<file path="config.mk">
export PLATFORM = sky130hd
export DESIGN_NAME = serial_reg_receiver
export DESIGN_NICKNAME = d
export VERILOG_FILES = /design/src/rtl/serial_reg_receiver.sv
export SDC_FILE = /design/constraint.sdc
export NUM_CORES = 1
export LEC_CHECK = 0
export ABC_AREA = 1
export CAP_MARGIN = 40
export CORE_UTILIZATION = 50
export DETAILED_ROUTE_END_ITERATION = 16
export GPL_TIMING_DRIVEN = 0
export HOLD_SLACK_MARGIN = 0.06
export PLACE_DENSITY_LB_ADDON = 0.1
export SLEW_MARGIN = 20
export SYNTH_ARGS = -nofsm -noshare
export SYNTH_HDL_FRONTEND = slang
export SYNTH_SLANG_ARGS = --single-unit
</file>
<file path="constraint.sdc">
create_clock -name CLK -period 8.1 [get_ports CLK]
set_clock_uncertainty 0.2 [all_clocks]
set_input_delay 1.62 -clock CLK [delete_from_list [all_inputs] [get_ports CLK]]
set_output_delay 1.62 -clock CLK [all_outputs]
set_load 0.02 [all_outputs]
</file>
<file path="src/rtl/serial_reg_receiver.sv">
// serial_reg_receiver: deserialises MSB-first dynamic/static register frames and validates their length
// Ports: CLK clock; RST async active-high reset; SELDYN/SELSTAT frame selects;
//   signal_in serial data (one cycle behind its select); DYNREG_OUT/STATREG_OUT last good frames;
//   DYN_VALID/STAT_VALID update pulses; FRAME_ERR bad-frame pulse; BUSY frame in progress.
// Optional: define RX_ERRCNT_EN to add ERR_CNT, a saturating count of consecutive bad frames.
module serial_reg_receiver #(
  parameter int SIZESRSTAT = 88,
  parameter int SIZESRDYN = 16,
  parameter int SIZECNT = 7
) (
  input logic CLK,
  input logic RST,
  input logic SELDYN,
  input logic SELSTAT,
  input logic signal_in,
  output logic [SIZESRDYN-1:0] DYNREG_OUT,
  output logic [SIZESRSTAT-1:0] STATREG_OUT,
  output logic DYN_VALID,
  output logic STAT_VALID,
  output logic FRAME_ERR,
  output logic BUSY
`ifdef RX_ERRCNT_EN
  ,
  output logic [7:0] ERR_CNT
`endif
);
  typedef enum logic [1:0] {IDLE, RX_DYN, RX_STAT, WAIT_IDLE} state_t;
  localparam logic [SIZECNT-1:0] DYN_LEN = SIZECNT'(SIZESRDYN);
  localparam logic [SIZECNT-1:0] STAT_LEN = SIZECNT'(SIZESRSTAT);
  state_t state;
  logic seld_d, sels_d;
  logic [SIZECNT-1:0] cnt;
  logic [SIZESRDYN-1:0] dyn_sh;
  logic [SIZESRSTAT-1:0] stat_sh;
  assign BUSY = (state == RX_DYN) || (state == RX_STAT);
  // data lags its select by one cycle, so the registered selects qualify signal_in
  always_ff @(posedge CLK or posedge RST) begin
    if (RST) begin
      state <= IDLE;
      seld_d <= 1'b0;
      sels_d <= 1'b0;
      cnt <= '0;
      dyn_sh <= '0;
      stat_sh <= '0;
      DYNREG_OUT <= '0;
      STATREG_OUT <= '0;
      DYN_VALID <= 1'b0;
      STAT_VALID <= 1'b0;
      FRAME_ERR <= 1'b0;
    end else begin
      seld_d <= SELDYN;
      sels_d <= SELSTAT;
      DYN_VALID <= 1'b0;
      STAT_VALID <= 1'b0;
      FRAME_ERR <= 1'b0;
      case (state)
        IDLE: begin
          if (seld_d && sels_d) begin
            FRAME_ERR <= 1'b1;
            state <= WAIT_IDLE;
          end else if (seld_d) begin
            dyn_sh <= {dyn_sh[SIZESRDYN-2:0], signal_in};
            cnt <= SIZECNT'(1);
            state <= RX_DYN;
          end else if (sels_d) begin
            stat_sh <= {stat_sh[SIZESRSTAT-2:0], signal_in};
            cnt <= SIZECNT'(1);
            state <= RX_STAT;
          end
        end
        RX_DYN: begin
          if (seld_d && sels_d) begin
            FRAME_ERR <= 1'b1;
            state <= WAIT_IDLE;
          end else if (seld_d) begin
            // past full length the count parks one above it to mark overrun
            if (cnt < DYN_LEN) begin
              dyn_sh <= {dyn_sh[SIZESRDYN-2:0], signal_in};
              cnt <= cnt + 1'b1;
            end else begin
              cnt <= DYN_LEN + 1'b1;
            end
          end else begin
            if (cnt == DYN_LEN) begin
              DYNREG_OUT <= dyn_sh;
              DYN_VALID <= 1'b1;
            end else begin
              FRAME_ERR <= 1'b1;
            end
            // back-to-back static frame: its first bit arrives on this edge
            if (sels_d) begin
              stat_sh <= {stat_sh[SIZESRSTAT-2:0], signal_in};
              cnt <= SIZECNT'(1);
              state <= RX_STAT;
            end else begin
              state <= IDLE;
            end
          end
        end
        RX_STAT: begin
          if (seld_d && sels_d) begin
            FRAME_ERR <= 1'b1;
            state <= WAIT_IDLE;
          end else if (sels_d) begin
            if (cnt < STAT_LEN) begin
              stat_sh <= {stat_sh[SIZESRSTAT-2:0], signal_in};
              cnt <= cnt + 1'b1;
            end else begin
              cnt <= STAT_LEN + 1'b1;
            end
          end else begin
            if (cnt == STAT_LEN) begin
              STATREG_OUT <= stat_sh;
              STAT_VALID <= 1'b1;
            end else begin
              FRAME_ERR <= 1'b1;
            end
            if (seld_d) begin
              dyn_sh <= {dyn_sh[SIZESRDYN-2:0], signal_in};
              cnt <= SIZECNT'(1);
              state <= RX_DYN;
            end else begin
              state <= IDLE;
            end
          end
        end
        WAIT_IDLE: state <= (!seld_d && !sels_d) ? IDLE : WAIT_IDLE;
      endcase
    end
  end
`ifdef RX_ERRCNT_EN
  always_ff @(posedge CLK or posedge RST) begin
    if (RST) ERR_CNT <= '0;
    else if (DYN_VALID || STAT_VALID) ERR_CNT <= '0;
    else if (FRAME_ERR && ERR_CNT != 8'hFF) ERR_CNT <= ERR_CNT + 1'b1;
  end
`endif
endmodule

</file>
Word level (Yosys, flattened, before mapping)
Index checks and enable logic that the tools add are counted.
Word-level totals
  word-level logic and storage cells: 105
  bits in registers: 222
  bits in writable memories: 0
  output and inout port bits: 108
  input port bits: 5
  memories: 0
  bits in read-only memories: 0
  latch bits: 0
Cells by class
  mux-type cells: 53
  $lt $le $gt $ge: 2
  divide/modulo/power cells: 0
  multipliers: 0
  shift-type cells: 0
  reduce and logical (&&, ||, !) cells: 15
  add/subtract/negate cells: 1
  bitwise logic cells: 3
  equal/unequal tests: 20
Operator list (count)
  $mux 88: 6
  $pmux 88 s2: 1
  $mux 16: 7
  $mux 7: 10
  $pmux 16 s3: 1
  $pmux 7 s3: 1
  $mux 2: 9
  $mux 1: 16
  $ne 2x2->1 const B: 8
  $reduce_and 7->1: 2
  $pmux 2 s4: 1
  $reduce_and 4->1: 2
  $add 7x1->7 const B: 1
  $eq 7x5->1 const B: 1
  $eq 7x7->1 const B: 1
  $lt 7x5->1 const B: 1
  $lt 7x7->1 const B: 1
  $ne 2x1->1 const B: 3
  $ne 3x2->1 const B: 2
  $reduce_and 5->1: 1
  $eq 2x2->1 const B: 2
  $ne 4x4->1 const B: 1
  $ne 3x3->1 const B: 1
  $not 1->1: 3
  other kinds (10): 12

Logic depth before layout (Yosys ltp)
  word-level depth: 5
  mapped depth: 11
  depth with buffers taken out: 9

Least setup slack after synthesis
No wires, ideal clock.
  path kind: register to output
  start: reg state[1]
  end: out BUSY
  arrival time: 0.824 ns
  path slack: 5.456 ns
  buffers on the path: 0
  data required time: 6.280 ns
  stages on the path, launching flop included: 3
  cell sequence: dfrtp_1 -> inv_1 -> ha_1
Between the ends
  longest elaborated chain between the ends: 2
  elaborated cells between the ends (all ways): 3
RTL lines
  from (decl): RTL line 30  | state_t state;
  from (signal assigned): RTL line 127  | WAIT_IDLE: state <= (!seld_d && !sels_d) ? IDLE : WAIT_IDLE;
  $eq 2x1->1 or $eq 2x2->1 (tied branches): RTL line 35  | assign BUSY = (state == RX_DYN) || (state == RX_STAT);
  $logic_or 1x1->1 *: RTL line 35
  to (decl): RTL line 21  | output logic BUSY
Every way passes the cells marked *; elsewhere a longest branch is shown, timed or not.

Final worst setup path
Ends and elaborated chain as after synthesis.

==> run_results.csv <==
group,metric,value,unit
logic_synthesis,synth-edff-count,0,
floorplanning,dieArea,18900,sq um
clock_tree,cts.sinks,222,
routing,routed_wl,18.5,mm
final_layout,antenna_cells,0,
power,p_seq_frac,0.399,
sta,slew_violations,0,
global_routing,antenna_found_initial,0,
logic_synthesis,synthesis.nets,969,
final_layout,fin_cells,1345,
worst_setup_path,worst_ep_required_time,6.28,ns
clock_tree,root_buffer,"clkbuf_16",
final_layout,fillers,1514,
power,p_comb_frac,0.257,
sta,setup-violations-final,0,
sta,rsz0062_at_grt,"no",
power,p_clk_frac,0.344,
global_routing,gr-total-overflow,0,
sta,tightest_slew,0.594,ns
logic_synthesis,syn-cell-area,9190,sq um
routing,viasPerCell,4.97,
place,io_buffers,112,
floorplanning,initial_core_util,0.512,
clock_tree,cts_made_buffers,25,
sta,slew_headroom,0.604,
floorplanning,pin_count,113,
logic_synthesis,synth_top_area_cell,"dfrtp_1",
logic_synthesis,yosys_warnings,0,
routing,num_vias,6678,
clock_tree,cts_max_path_buffers,3,
logic_synthesis,avgSynthCellArea,9.61,sq um
logic_synthesis,synth_top_area_frac,0.604,
power,p_leak,5.19,nW
sta,fmax,0.270,GHz
logic_synthesis,ys_types,27,
worst_setup_path,critical_path_class,"register to output pin",
worst_setup_path,startpoint_type,"register",
clock_tree,cts_tree,"done",
power,p_int,2.22,mW
clock_tree,htreeDepth,1,
place,placed_cell_area,10700,sq um
worst_setup_path,crit_fanout,6,
global_routing,grt_pass1_vias,6445,
floorplanning,die_y,138,microns
logic_synthesis,synth_cells,957,
min_path,hold_class,"register to register",
place,dp_cells,1300,
clock_tree,cts_resized,0,
power,power_switching,1.07,mW
final_layout,seqCellArea,5560,sq um
final_layout,final_net_count,1110,
worst_setup_path,cp_slowest_cell,"clkdlybuf4s50_1",
power,p_total,3.29,mW
place,place_hpwl,12.5,mm
clock_tree,path_clk_slew,0.05,ns
global_routing,grt_pass1_wl,31.1,mm
routing,drt_first_pass_iters,5,
sta,period_minus_slack,3.70,ns
power,switching_share,0.324,
global_routing,grt_usage,0.206,
power,peakVddDrop,0.229,mV
floorplanning,core-area,18000,sq um
worst_setup_path,crit_arrival,1.88,ns
global_routing,grt_max_degree,83,
worst_setup_path,cp-end-kind,"output pin",
logic_synthesis,synth_ff_type,"dfrtp_1",
logic_synthesis,synth.ff_latch_count,222,
routing,wl_per_cell,13.7,microns
final_layout,multi_input_area,2830,sq um
logic_synthesis,async_flop_share,1.00,
clock_tree,cts_setup_buffers,0,
routing,route.detailed.drc,0,
floorplanning,fp-row-count,49,
worst_setup_path,slowest_delay,0.60,ns
floorplanning,die_w,138,microns
run_status,status,"finished clean",
routing,drt_iter0_drc,258,
final_layout,fin_area,11500,sq um
sta,hold_viol_final,0,
place,place_congestion,0.858,
final_layout,drive_above_1_share,0.154,
logic_synthesis,synthTopCellsByArea,"dfrtp_1 (60%), nand2_1 (11%), o21ai_2 (6.7%)",
job,maxCapViolations,0,
routing,postRouteAntennaNets,0,
power,powerDensity,286,nW/um^2
clock_tree,clk_latency,0.51,ns
logic_synthesis,seq_area_frac_synth,0.604,
sta,fin_crit_sh,0.457,
final_layout,area_growth,25.1,%
clock_tree,cts_hold_buf,0,
worst_setup_path,worstPathCellList,"inv_1 -> ha_1 -> clkdlybuf4s50_1",
cells in the mapped netlist (3+ instances only):
cell        n
o21ai_2    70
a21oi_1     5
nor2_2      3
buf_6      14
buf_4       6
nand3_1    35
dfrtp_1   222
ha_1        7
clkbuf_1    5
inv_2       3
nand2_2     4
buf_2      23
nor2_1     15
inv_1     122
o21ai_1    84
nand2_1   270
o21ai_0    55
nand4_1     5
worst max-delay path: cells and delay by family, from the launching register on:
kind / cells / cell delay, ns
buffers and inverters: 2 / 0.71
flip-flops: 1 / 0.36
adder cells (fa/ha/maj): 1 / 0.31
area by class of cell:
cell class / count / share of cell area
buffer: 49 / 0.0297
clock buffer: 37 / 0.0644
clock inverter: 8 / 0.00859
inverter: 125 / 0.0414
multi-input combinational: 561 / 0.246
sequential: 222 / 0.483
tap: 229 / 0.0249
timing repair buffer: 114 / 0.102
kinds of logic after synthesis:
family                     count (synthesis)  synth area share
DFF                                      222             0.604
AOI/OAI and AO/OA                        216             0.148
xor gates and xnor gates                   1          0.000953
buffers and inverters                    174            0.0882
adders and majority gates                  7           0.00953
and+or+nand+nor                          337             0.149
metrics by stage:
step	util	hold slack, ns	setup WS, ns	setup TNS (ns)
floorplan	-	0.242	0.202	0
global placement	0.590	0.255	-2.70	-596.06
detailed placement	0.594	0.259	4.90	0
CTS	0.640	0.274	4.36	0
global route	0.640	0.291	4.31	0
finish	0.640	0.268	4.40	0
cell usage in the layout, fill, tap and decap left out, types with 2 or more instances in the layout:
cell / count
nand2_1: 270
dfrtp_1: 222
inv_1: 121
clkdlybuf4s50_1: 112
o21ai_1: 84
o21ai_2: 70
o21ai_0: 55
nand3_1: 35
clkbuf_16: 25
buf_2: 23
nor2_1: 15
buf_6: 14
clkbuf_1: 10
ha_1: 7
clkbuf_8: 7
buf_4: 6
a21oi_1: 5
nand4_1: 5
nand2_2: 4
clkinv_2: 4
inv_2: 3
nor2_2: 3
inv_8: 2
bufinv_16: 2
buf_16: 2
state kept, by name, indices dropped and copies added, names as in the netlist, 2 cells and up:
signal and count:
DYNREG_OUT 16, STATREG_OUT 88, cnt 7, dyn_sh 16, stat_sh 88, state 2
layer usage:
layer / global-route usage / vias to the layer above / share of wire
met1: 0.290 / 3209 / 0.47
met3: 0.0305 / 27 / 0.037
li1: - / 3314 / -
met2: 0.330 / 128 / 0.47
met4: 0.0580 / 0 / 0.021
met5: 0 / - / 0
worst paths after layout:
kind                            start              end  slack [ns]  cells after the start
max                          state[1]             BUSY        4.40                      3
min                        stat_sh[0]       stat_sh[0]        0.27                      2
max reg2reg                  state[0]  STATREG_OUT[30]        5.85                      9
min reg2reg                stat_sh[0]       stat_sh[0]        0.27                      2
max in group asynchronous         RST      stat_sh[14]        5.55                      3
min in group asynchronous         RST      stat_sh[50]        1.38                      2
power groups by stage:
| stage | clock network [mW] | registers [mW] | logic (mW) |
|---|---|---|---|
| 3_5_place_dp | 0 | 1.33 | 0.852 |
| 2_1_floorplan | 0 | 1.34 | 0.604 |
| 5_1_grt | 1.19 | 1.33 | 0.953 |
| 6_report | 1.13 | 1.31 | 0.846 |
| 3_3_place_gp | 0 | 1.33 | 0.840 |
| 4_1_cts | 1.16 | 1.31 | 0.856 |
Note: power is estimated with default switching activity, not from simulation.
